## src/rtl/wb_reg_writer.sv

```systemverilog
// Write-back stage writer: registers access-stage GPR/CSR writes, merges buffered
// long-latency results and tracks pending GPR writes. Optional macro: WB_CSR_WR_EN.
module wb_reg_writer #(
    parameter int unsigned BUF_DEPTH      = 2,
    parameter int unsigned CPU_WIDTH      = 32,
    parameter int unsigned REG_ADDR_WIDTH = 5,
    parameter int unsigned CSR_ADDR_WIDTH = 12
) (
    input  logic                      clk,
    input  logic                      rst,
    input  logic                      as_reg_wr_en_i,
    input  logic [REG_ADDR_WIDTH-1:0] as_reg_wr_adder_i,
    input  logic [CPU_WIDTH-1:0]      as_reg_wr_data_i,
    input  logic                      as_csr_wr_en_i,
    input  logic [CSR_ADDR_WIDTH-1:0] as_csr_wr_adder_i,
    input  logic [CPU_WIDTH-1:0]      as_csr_wr_data_i,
    input  logic                      ll_issue_i,
    input  logic [REG_ADDR_WIDTH-1:0] ll_issue_adder_i,
    input  logic                      ll_valid_i,
    input  logic [REG_ADDR_WIDTH-1:0] ll_adder_i,
    input  logic [CPU_WIDTH-1:0]      ll_data_i,
    output logic                      ll_ready_o,
    input  logic [REG_ADDR_WIDTH-1:0] reg1_rd_adder_i,
    input  logic [REG_ADDR_WIDTH-1:0] reg2_rd_adder_i,
    output logic                      reg1_pend_o,
    output logic                      reg2_pend_o,
    output logic                      wb_reg_wr_en_o,
    output logic [REG_ADDR_WIDTH-1:0] wb_reg_wr_adder_o,
    output logic [CPU_WIDTH-1:0]      wb_reg_wr_data_o,
    output logic                      wb_csr_wr_en_o,
    output logic [CSR_ADDR_WIDTH-1:0] wb_csr_wr_adder_o,
    output logic [CPU_WIDTH-1:0]      wb_csr_wr_data_o
);

    localparam int unsigned PTR_W    = (BUF_DEPTH > 1) ? $clog2(BUF_DEPTH) : 1;
    localparam int unsigned CNT_W    = $clog2(BUF_DEPTH + 1);
    localparam int unsigned NUM_REGS = 1 << REG_ADDR_WIDTH;

    typedef struct packed {
        logic [REG_ADDR_WIDTH-1:0] adder;
        logic [CPU_WIDTH-1:0]      data;
    } ll_entry_t;

    ll_entry_t                 buf_mem [BUF_DEPTH];
    logic [PTR_W-1:0]          rd_ptr;
    logic [PTR_W-1:0]          wr_ptr;
    logic [CNT_W-1:0]          count;
    logic [NUM_REGS-1:0]       pend;

    logic                      as_gpr_req;
    logic                      push;
    logic                      pop;
    ll_entry_t                 head;
    logic [NUM_REGS-1:0]       pend_next;
    logic                      wb_en_next;
    logic [REG_ADDR_WIDTH-1:0] wb_adder_next;
    logic [CPU_WIDTH-1:0]      wb_data_next;

    function automatic logic [PTR_W-1:0] ptr_inc(input logic [PTR_W-1:0] p);
        if (p == PTR_W'(BUF_DEPTH - 1)) begin
            return '0;
        end
        return p + PTR_W'(1);
    endfunction

    // Ready depends only on the registered count, so a pop never opens a slot the same cycle.
    assign ll_ready_o = (count < CNT_W'(BUF_DEPTH));

    assign reg1_pend_o = pend[reg1_rd_adder_i];
    assign reg2_pend_o = pend[reg2_rd_adder_i];

    // x0 writes are treated as no request / not buffered.
    assign as_gpr_req = as_reg_wr_en_i && (as_reg_wr_adder_i != '0);
    assign push       = ll_valid_i && ll_ready_o && (ll_adder_i != '0);
    assign pop        = !as_gpr_req && (count != '0);
    assign head       = buf_mem[rd_ptr];

    // GPR write port selection: access stage first, then buffer head.
    always_comb begin
        wb_en_next    = 1'b0;
        wb_adder_next = wb_reg_wr_adder_o;
        wb_data_next  = wb_reg_wr_data_o;
        if (as_gpr_req) begin
            wb_en_next    = 1'b1;
            wb_adder_next = as_reg_wr_adder_i;
            wb_data_next  = as_reg_wr_data_i;
        end else if (pop) begin
            wb_en_next    = 1'b1;
            wb_adder_next = head.adder;
            wb_data_next  = head.data;
        end
    end

    // Scoreboard update; a new issue overrides a same-cycle clear.
    always_comb begin
        pend_next = pend;
        if (pop) begin
            pend_next[head.adder] = 1'b0;
        end
        if (ll_issue_i && (ll_issue_adder_i != '0)) begin
            pend_next[ll_issue_adder_i] = 1'b1;
        end
        pend_next[0] = 1'b0;
    end

    always_ff @(posedge clk) begin
        if (rst) begin
            rd_ptr            <= '0;
            wr_ptr            <= '0;
            count             <= '0;
            pend              <= '0;
            wb_reg_wr_en_o    <= 1'b0;
            wb_reg_wr_adder_o <= '0;
            wb_reg_wr_data_o  <= '0;
        end else begin
            if (push) begin
                wr_ptr <= ptr_inc(wr_ptr);
            end
            if (pop) begin
                rd_ptr <= ptr_inc(rd_ptr);
            end
            unique case ({push, pop})
                2'b10:   count <= count + CNT_W'(1);
                2'b01:   count <= count - CNT_W'(1);
                default: count <= count;
            endcase
            pend              <= pend_next;
            wb_reg_wr_en_o    <= wb_en_next;
            wb_reg_wr_adder_o <= wb_adder_next;
            wb_reg_wr_data_o  <= wb_data_next;
        end
    end

    // Storage carries no reset; validity is tracked by the pointers and count.
    always_ff @(posedge clk) begin
        if (push) begin
            buf_mem[wr_ptr] <= '{adder: ll_adder_i, data: ll_data_i};
        end
    end

`ifdef WB_CSR_WR_EN
    always_ff @(posedge clk) begin
        if (rst) begin
            wb_csr_wr_en_o    <= 1'b0;
            wb_csr_wr_adder_o <= '0;
            wb_csr_wr_data_o  <= '0;
        end else begin
            wb_csr_wr_en_o    <= as_csr_wr_en_i;
            wb_csr_wr_adder_o <= as_csr_wr_adder_i;
            wb_csr_wr_data_o  <= as_csr_wr_data_i;
        end
    end
`else
    logic unused_csr;
    assign unused_csr        = ^{as_csr_wr_en_i, as_csr_wr_adder_i, as_csr_wr_data_i};
    assign wb_csr_wr_en_o    = 1'b0;
    assign wb_csr_wr_adder_o = '0;
    assign wb_csr_wr_data_o  = '0;
`endif

endmodule

```

## config.mk

```make
export PLATFORM = sky130hd
export DESIGN_NAME = wb_reg_writer
export DESIGN_NICKNAME = d
export VERILOG_FILES = /design/src/rtl/wb_reg_writer.sv
export SDC_FILE = /design/constraint.sdc
export NUM_CORES = 1
export LEC_CHECK = 0
export ABC_CLOCK_PERIOD_IN_PS = 4600
export CAP_MARGIN = 20
export CELL_PAD_IN_SITES_DETAIL_PLACEMENT = 1
export CELL_PAD_IN_SITES_GLOBAL_PLACEMENT = 1
export CORE_MARGIN = 5
export CORE_UTILIZATION = 38
export DETAILED_ROUTE_END_ITERATION = 7
export PLACE_DENSITY_LB_ADDON = 0.1
export SLEW_MARGIN = 20
export SYNTH_ARGS = -nofsm -noshare
export SYNTH_HDL_FRONTEND = slang
export SYNTH_SLANG_ARGS = --single-unit
```

## constraint.sdc

```tcl
create_clock -name clk -period 4.6 [get_ports clk]
set_input_delay 0.92 -clock clk [delete_from_list [all_inputs] [get_ports clk]]
set_output_delay 0.92 -clock clk [all_outputs]
set_load 0.02 [all_outputs]
```

==> results of run 1 <==
## power groups by stage
stage,Sequential (µW),Combinational [µW],Clock (µW)
after floorplan,1790,723,0
after global placement,1730,1190,0
after detailed placement,1740,1240,0
after CTS,1720,1250,1410
after global routing,1740,1340,1460
final,1710,1230,1380
## kinds of logic (layout without fill, tap and decap cells)
group / count (synthesis) / after routing
and+or+nand+nor: 162 / 162
AOI/OAI and AO/OA: 156 / 156
DFF: 148 / 148
buffers and inverters: 96 / 184
muxes: 52 / 52
xor gates and xnor gates: 3 / 3
adders and majority gates: 1 / 1
other: 1 / 46
## how the worst max path moves through the flow
stage                        endpoint  cells after the start          startpoint
final                     reg2_pend_o                      6  reg2_rd_adder_i[2]
after global routing      reg2_pend_o                      6  reg2_rd_adder_i[2]
after CTS                 reg2_pend_o                      6  reg2_rd_adder_i[2]
after detailed placement  reg2_pend_o                      6  reg2_rd_adder_i[2]
after global placement    reg2_pend_o                      6  reg2_rd_adder_i[2]
after floorplan           reg1_pend_o                      5  reg1_rd_adder_i[1]
## flip-flops by register name (all words and copies together), names as in the netlist, named ones only
| signal | cells |
|---|---|
| count | 2 |
| rd_ptr | 1 |
| wr_ptr | 1 |
| wb_reg_wr_en_o | 1 |
| pend | 31 |
| wb_reg_wr_data_o | 32 |
| buf_mem | 74 |
| wb_reg_wr_adder_o | 5 |
## metrics by stage
stage | util [%] | hold slack (ps) | cells | power [µW]
global placement | 46.7 | 464 | 942 | 2920
floorplan | - | 449 | 663 | 2510
finish | 50.3 | 489 | 977 | 4330
global route | 50.3 | 506 | 976 | 4540
CTS | 50.3 | 486 | 976 | 4380
detailed placement | 46.9 | 479 | 944 | 2980
## cell usage in the layout (no fill, tap or decap), types with 4 or more instances in the layout
master and instances:
a21oi_1 73, nor2_1 10, nor2b_1 5, clkdlybuf4s50_1 133, inv_6 4, inv_1 7
o41ai_1 31, buf_4 9, nand2_1 109, dfxtp_1 73, o211ai_1 39, edfxtp_1 74
nand4_1 4, or4_1 4, mux4_2 14, mux2i_1 35, conb_1 45, clkinv_4 4
clkbuf_16 17
## routing by layer
layer / track usage (%) / wire (µm) / vias up
li1: - / - / 2468
met1: 21.9 / 7880 / 2572
met2: 33.5 / 10000 / 143
met3: 6.09 / 1310 / 11
met4: 5.55 / 167 / 0
met5: 0 / 0 / -
## critical path, cell delays in order
cell and delay (ps):
clkdlybuf4s50_1 700, mux4_2 570, nand4b_1 110, nand4_1 120, or4_1 480, clkdlybuf4s50_1 550
## cell usage after synthesis (2+ instances only)
library cell,instances
mux4_2,14
nor3_1,2
nand3b_1,2
buf_6,2
o211ai_1,39
and4b_1,2
a21oi_1,73
or3_1,2
nand3_1,2
mux2_2,3
nand4_1,4
nor2b_1,5
nand4b_1,2
o41ai_1,31
or2_2,3
a2111oi_0,2
xnor2_1,2
a221oi_1,2
or4_1,4
nor4bb_1,2
inv_1,7
and3b_1,3
edfxtp_1,74
clkbuf_1,29
dfxtp_1,74
nor3b_1,4
mux2i_1,35
buf_2,8
buf_1,5
nand2_1,109
buf_4,45
o21ai_0,3
a32oi_1,3
and3_1,2
nand2b_1,2
nor2_1,12
## area by class of cell
class,count,area (µm²)
Fill cell,1881,8650
Inverter,7,26.3
Sequential cell,148,3700
Antenna cell,1,2.50
Multi-Input combinational cell,419,2720
Tap cell,225,282
Clock buffer,19,443
Clock inverter,13,150
Timing Repair Buffer,145,1440
==> reports/metrics.cfg, run 1 <==
[status]
status = complete, no violations

[setup_path]
arrival_ps = 3450
path_class = input port to primary output
crit_path_start_kind = input port
required_ps = 3680
reg2reg_to = pend[18]$_SDFF_PP0_
worstSetupEndpointType = primary output
r2r_cells = 4
regToRegSetupSlack_ps = 2400
worstPathMaxFanout = 8

[synthesis]
synth_area_um2 = 6780
async_flop_share_pct = 0
synth_edf_count = 74
yosys_most_used_dff = edfxtp_1
yosysWarnings = 0
yosysTopAreaCellShare_pct = 32.8
yosys.area_share.simple_pct = 11.0
synthTopCellsByArea = edfxtp_1 (33%), dfxtp_1 (22%), nand2_1 (6.0%)
synth-xor-area-share_pct = 0.388
yosysTopAreaCell = edfxtp_1
syn_area_per_cell_um2 = 10.9
synthMuxAreaShare_pct = 10.3
synth_seq_cells = 148
synth_adder_area_share_pct = 0.185
synth_compound_area_share_pct = 15.2
synth-seq-area-share_pct = 54.7
synth_top_family_by_area = compound AO/OA/AOI/OAI gates
yosysUniqueCellTypes = 42
syn_inst = 619

[clocking]
cts_resized = 0
cts-root-buf = clkbuf_16
numCtsBuffers = 17
cts_setup_buffers = 0
htree_levels = 4
clkSlewWorstSetupHoldPaths_ps = 60
cts_hold_buffers = 0
clock_sink_count = 148
max-clock-path-buffers = 2
cts_tree = done
clk_latency_ps = 430

[route]
viasPerCell = 5.32
wl_per_cell_um = 19.8
drt_iter0_markers = 223
drc = 0
drt_first_pass_iters = 5
antenna_left = 0
wl_um = 19400
vias = 5194

[place]
io_buffers = 134
dp_slack_ps = 227
dp_hpwl_um = 13500
dpl_cell_area_um2 = 8170
routabilityCongestion = 0.826

[pwr]
ir_drop_uv = 303
intPower_uw = 2890
swShare_pct = 33.1
powerDensity_nw_per_um2 = 494
clock_power_share_pct = 32.0
p_leak_uw = 0.00299
switchingPower_uw = 1430
pwr-share-seq_pct = 39.6
combPwrFrac_pct = 28.5

[sta]
final.setup.worst_slack_ps = 228
min_period_ps = 4370
skew_ps = 12.3
finalMaxSlewViolations = 0
finalSetupViolCount = 0
relSlewSlack_pct = 35.8
fmax_ghz = 0.229
setup_tns_ps = 0
timing.final.crit_share_pct = 95.0
final_hold_viol_count = 0
worst_slew_pin_slew_ps = 963
rsz0062_at_grt = no

[floorplan]
rows = 48
die_h_um = 144
fp.dieW_um = 144
coreArea_um2 = 17400
io_pins = 225
start_util_pct = 38.9
fp.dieArea_um2 = 20600

[worst_hold_path]
hp-start = pend[21]$_SDFF_PP0_
whs_path_depth = 2
holdPathEnd = pend[21]$_SDFF_PP0_
hold_path_class = flop to flop

[global_route]
grt_pass1_vias = 5739
grt_pass1_wl_um = 30400
grt_overflow = 0
antenna_found_initial = 0
grt_max_degree = 74
grtUsageTotal_pct = 18.9

[cells_and_area]
area_delta_synth_final_pct = 29.4
drive_gt1_share_pct = 9.19
nets = 878
design_area_um2 = 8770

[run]
max_cap_violations = 0

Power figures use the tool's default switching activity.
==> inputs of run 2 (changes only) <==
--- a/config.mk
+++ b/config.mk
@@ -11,6 +11,8 @@
 export CELL_PAD_IN_SITES_GLOBAL_PLACEMENT = 1
 export CORE_MARGIN = 5
 export CORE_UTILIZATION = 38
+export CTS_CLUSTER_DIAMETER = 200
+export CTS_CLUSTER_SIZE = 24
 export DETAILED_ROUTE_END_ITERATION = 7
 export PLACE_DENSITY_LB_ADDON = 0.1
 export SLEW_MARGIN = 20
==> results of run 2 <==
The final DEF is identical to that of run 1; final timing and power are the same.
